==> src/rtl/hdlc_tx_sequencer.sv <==
// Loads source frames into the HDLC core TX buffer over its register port,
// starts transmission, polls Tx_SC for Done and handles abort requests.
module hdlc_tx_sequencer #(
  parameter logic [2:0] ADDR_TX_SC   = 3'h0,
  parameter logic [2:0] ADDR_TX_BUFF = 3'h1,
  parameter int         MAX_BYTES    = 126,
  parameter int         POLL_GAP     = 4
) (
  input  logic       Clk,
  input  logic       Rst,
  input  logic       src_valid,
  input  logic [7:0] src_data,
  input  logic       src_last,
  output logic       src_ready,
  input  logic       abort_req,
  output logic [2:0] Address,
  output logic       WriteEnable,
  output logic       ReadEnable,
  output logic [7:0] DataIn,
  input  logic [7:0] DataOut,
  output logic       busy,
  output logic       frame_sent,
  output logic       frame_aborted,
  output logic       len_err
);

  localparam int CW = $clog2(MAX_BYTES + 1);
  localparam int TW = $clog2(POLL_GAP + 1);

  typedef enum logic [2:0] {
    IDLE, PRECHK, LOAD, DRAIN, START, POLL, ABORT, ABWAIT
  } state_t;

  state_t        state, nState;
  logic [CW-1:0] count, nCount;
  logic [TW-1:0] timer, nTimer;
  logic          sample;
  logic          abortPend, nAbortPend;
  logic          nWe, nRe, nSent, nAborted, nLenErr;
  logic [2:0]    nAddr;
  logic [7:0]    nData;
  logic          accept;
  logic          pollStep;
  logic [6:0]    unusedBits;

  assign accept     = src_valid && src_ready;
  assign unusedBits = DataOut[7:1];

  always_comb begin
    nState     = state;
    nCount     = count;
    nTimer     = timer;
    nAbortPend = abortPend;
    nWe        = 1'b0;
    nRe        = 1'b0;
    nAddr      = Address;
    nData      = DataIn;
    nSent      = 1'b0;
    nAborted   = 1'b0;
    nLenErr    = 1'b0;
    pollStep   = 1'b0;
    unique case (state)
      IDLE: begin
        nTimer = '0;
        if (src_valid) nState = PRECHK;
      end
      PRECHK: begin
        if (abort_req) begin
          nState = IDLE;
        end else if (sample && DataOut[0]) begin
          nState = LOAD;
          nCount = '0;
        end else begin
          pollStep = 1'b1;
        end
      end
      LOAD: begin
        if (accept) begin
          nWe    = 1'b1;
          nAddr  = ADDR_TX_BUFF;
          nData  = src_data;
          nCount = count + CW'(1);
        end
        if (abort_req) begin
          nState = ABORT;
        end else if (accept && src_last) begin
          nState = START;
        end else if (accept && count == CW'(MAX_BYTES - 1)) begin
          nLenErr = 1'b1;
          nState  = DRAIN;
        end
      end
      DRAIN: begin
        if (abort_req) nState = ABORT;
        else if (accept && src_last) nState = START;
      end
      START: begin
        nWe    = 1'b1;
        nAddr  = ADDR_TX_SC;
        nData  = 8'h02;
        nTimer = '0;
        nState = abort_req ? ABORT : POLL;
      end
      POLL: begin
        // a read already on the bus must return its data before aborting
        if (abort_req || abortPend) begin
          if (ReadEnable) begin
            nAbortPend = 1'b1;
          end else begin
            nAbortPend = 1'b0;
            nState     = ABORT;
          end
        end else if (sample && DataOut[0]) begin
          nSent  = 1'b1;
          nCount = '0;
          nState = IDLE;
        end else begin
          pollStep = 1'b1;
        end
      end
      ABORT: begin
        nWe    = 1'b1;
        nAddr  = ADDR_TX_SC;
        nData  = 8'h04;
        nTimer = '0;
        nState = ABWAIT;
      end
      ABWAIT: begin
        if (sample && DataOut[0]) begin
          nAborted = 1'b1;
          nCount   = '0;
          nState   = IDLE;
        end else begin
          pollStep = 1'b1;
        end
      end
    endcase
    // read, one data cycle, then POLL_GAP idle cycles before the next read
    if (pollStep && !ReadEnable) begin
      if (sample) begin
        nTimer = TW'(POLL_GAP - 1);
      end else if (timer == '0) begin
        nRe   = 1'b1;
        nAddr = ADDR_TX_SC;
      end else begin
        nTimer = timer - TW'(1);
      end
    end
  end

  always_ff @(posedge Clk or posedge Rst) begin
    if (Rst) begin
      state         <= IDLE;
      count         <= '0;
      timer         <= '0;
      sample        <= 1'b0;
      abortPend     <= 1'b0;
      src_ready     <= 1'b0;
      Address       <= '0;
      WriteEnable   <= 1'b0;
      ReadEnable    <= 1'b0;
      DataIn        <= '0;
      busy          <= 1'b0;
      frame_sent    <= 1'b0;
      frame_aborted <= 1'b0;
      len_err       <= 1'b0;
    end else begin
      state         <= nState;
      count         <= nCount;
      timer         <= nTimer;
      sample        <= ReadEnable;
      abortPend     <= nAbortPend;
      src_ready     <= (nState == LOAD) || (nState == DRAIN);
      Address       <= nAddr;
      WriteEnable   <= nWe;
      ReadEnable    <= nRe;
      DataIn        <= nData;
      busy          <= (nState != IDLE);
      frame_sent    <= nSent;
      frame_aborted <= nAborted;
      len_err       <= nLenErr;
    end
  end

endmodule
==> config.mk <==
export PLATFORM = sky130hd
export DESIGN_NAME = hdlc_tx_sequencer
export DESIGN_NICKNAME = d
export VERILOG_FILES = /design/src/rtl/hdlc_tx_sequencer.sv
export SDC_FILE = /design/constraint.sdc
export NUM_CORES = 1
export LEC_CHECK = 0
export ABC_AREA = 1
export CORE_MARGIN = 4
export CORE_UTILIZATION = 50
export CTS_CLUSTER_DIAMETER = 150
export CTS_CLUSTER_SIZE = 30
export DETAILED_ROUTE_END_ITERATION = 6
export GPL_TIMING_DRIVEN = 0
export PLACE_DENSITY = 0.79
export SKIP_CTS_REPAIR_TIMING = 1
export SYNTH_ARGS = -nofsm -noshare
export SYNTH_HDL_FRONTEND = slang
export SYNTH_SLANG_ARGS = --single-unit
==> constraint.sdc <==
create_clock -name Clk -period 1.9 [get_ports Clk]
set_input_delay 0.285 -clock Clk [delete_from_list [all_inputs] [get_ports Clk]]
set_output_delay 0.285 -clock Clk [all_outputs]
set_load 0.005 [all_outputs]
==> results.yml <==
yosys:
  synthCells: 227
  avgSynthCellArea_um2: 7.89
  synth_enable_flop_cells: 0
  ys_ff_latch: 33
  async_flop_share_pct: 100
  syn-num-nets: 252
  yosysWarnings: 0
  synth_cell_types: 27
  synth_area_leaders: "dfrtp_1 46%, nand2_1 14%, inv_1 6.1%"
  synth_area_um2: 1790
  yosys.area.top_type: "dfrtp_1"
  synthFlopType: "dfrtp_1"
  yosysMostFrequentCell: "nand2_1"
  netlist.area_leader.share_pct: 46.1
  seq_area_frac_synth_pct: 46.1
  synth_commonest_cells: "67 x nand2_1, 33 x dfrtp_1, 29 x inv_1, 25 x nor2_1, 21 x nand3_1"
cts:
  cts_sinks: 33
  insertion_delay_ns: 0.34
  h-tree-depth: 2
  root_buffer: "clkbuf_4"
  clock_path_buffers: 2
  cts_buffers: 5
  cts_tree: "yes"
  clk_pin_slew_ns: 0.09
timing:
  hold_viol: 0
  fin_tns_setup_ns: 0
  final-setup-viol-count: 0
  rsz0062_at_grt: "false"
  fin_skew_ns: 0.00624
  min_period_ns: 1.54
  slew_violations: 0
  worst_slew_pin_slew_ns: 0.651
  relSlewSlack_pct: 56.5
  fmax_mhz: 647
  fin_ws_ns: 0.355
  period_share_pct: 81.3
floorplanning:
  start_util_pct: 52.8
  coreArea_um2: 3390
  die_w_um: 67.8
  rows: 21
  dieArea_um2: 4600
  io_pins: 39
  die_h_um: 67.8
power:
  p_seq_share_pct: 35.5
  swShare_pct: 43.9
  switchingPower_mw: 1.25
  peakVddDrop_mv: 0.672
  p_clk_share_pct: 13.9
  p_int_mw: 1.60
  p_leak_nw: 1.14
  p_per_area_nw_per_um2: 1270
  combPwrFrac_pct: 50.6
global_route:
  antenna_found_initial: 0
  grt_pass1_wl_mm: 6.38
  grt_max_degree: 34
  globalRouteTotalUtil_pct: 18.8
  overflow: 0
  grt_pass1_vias: 1454
worst_setup_path:
  max_stage_delay_ns: 0.53
  path_class: "register to primary output"
  reg2reg_depth: 6
  cp-start-kind: "register"
  critPathMaxFanout: 4
  end_kind: "primary output"
  required_ns: 1.62
  path_cells: "clkdlybuf4s50_1"
  crit_start: "ReadEnable$_DFF_PP0_"
  regToRegEndpoint: "Address[0]$_DFF_PP0_"
  crit_family: "buffers and inverters"
  critPathSlowestCell: "clkdlybuf4s50_1"
  crit_buf_inv: 1
  ff2ff_setup_slack_ns: 0.37
  crit_arrival_ns: 1.26
  r2r-start: "state[2]$_DFF_PP0_"
placed_design:
  dp.cells: 304
  gp_congestion: 0.893
  port_buffers: 31
  hpwl_mm: 2.71
  pre_cts_ws_ns: 0.0810
route:
  drt_iter0_drc: 76
  vias: 1536
  ant_nets: 0
  routedWlPerCell_um: 12.1
  drc: 0
  via_per_inst: 4.92
  routed_wl_mm: 3.76
  first_pass_iters: 4
layout:
  layout.cells.non_filler: 312
  areaGrowthSynthToFinish_pct: 25.2
  layout.nets: 291
  layout-drive-gt1-share_pct: 11.3
  antennaDiodeCount: 0
  final_util_pct: 66.1
worst_hold_path:
  hold_class: "input port to asynchronous set/reset pin"
status:
  status: "completed"
job:
  maxCapViolations: 0
-- cells in the final DEF (no fill, tap or decap), drive strengths merged --
cell,count
o211ai,3
inv,34
nand3,24
nor3,2
nand4,3
nand3b,2
nor2,28
a31oi,1
ha,4
clkbuf,7
a21oi,5
dfrtp,33
nand2,71
xor2,5
clkdlybuf4s50,31
buf,5
o21ai,8
-- worst max-delay path by stage --
stage                     slack, ns              endpoint  depth (start not counted)
after floorplan                0.57  Address[1]$_DFF_PP0_                          7
final                          0.36            ReadEnable                          1
after global placement         0.10  count[1]$_DFFE_PP0P_                          9
after detailed placement       0.08  count[1]$_DFFE_PP0P_                          9
after global routing           0.21  Address[1]$_DFF_PP0_                          6
after CTS                      0.34            ReadEnable                          1
-- cell families (layout without fill, tap and decap cells) --
group | Yosys count | after routing | share of synthesized area [%]
adder cells (fa/ha/maj) | 4 | 4 | 2.80
XOR/XNOR | 5 | 5 | 2.45
buffers and inverters | 38 | 77 | 8.87
AO/OA/AOI/OAI | 17 | 17 | 6.29
flip-flops | 33 | 33 | 46.1
AND/OR/NAND/NOR | 130 | 130 | 33.5
-- final cells by class --
class	instances	area, µm²
multi-input combinational	156	806
fill	262	1150
clock buffer	7	55.1
inverter	34	128
buffer	4	31.3
timing repair buffer	32	338
tap	46	57.6
sequential	33	826
-- sequential cells by signal, indices dropped and copies added, names as in the netlist --
| register | cells |
|---|---|
| sample | 1 |
| ReadEnable | 1 |
| WriteEnable | 1 |
| abortPend | 1 |
| len_err | 1 |
| Address | 3 |
| busy | 1 |
| DataIn | 8 |
| timer | 3 |
| frame_sent | 1 |
| state | 3 |
| frame_aborted | 1 |
| count | 7 |
| src_ready | 1 |
-- layer usage --
metal  track usage (%)  wire length (µm)  vias to the layer above
met5                 0                 0                        -
met4              9.93                85                        0
met3              6.40               288                        8
met2              28.6              1780                       51
met1              23.7              1610                      690
li1                  -                 -                      787
-- power groups by stage --
stage | clock (mW) | combinational (mW) | sequential [mW]
6_report | 0.396 | 1.44 | 1.01
5_1_grt | 0.442 | 1.62 | 1.03
4_1_cts | 0.408 | 1.41 | 1.01
3_5_place_dp | 0 | 1.40 | 1.02
3_3_place_gp | 0 | 1.37 | 1.01
2_1_floorplan | 0 | 1.02 | 1.00
-- stage by stage --
stage / power [mW] / hold slack, ns / area (µm²)
4_1_cts: 2.83 / 0.440 / 2210
2_1_floorplan: 2.02 / 0.402 / 1790
6_report: 2.85 / 0.324 / 2240
5_1_grt: 3.09 / 0.368 / 2240
3_5_place_dp: 2.42 / 0.423 / 2160
3_3_place_gp: 2.38 / 0.432 / 2160
Note: power is estimated with default switching activity, not from simulation.
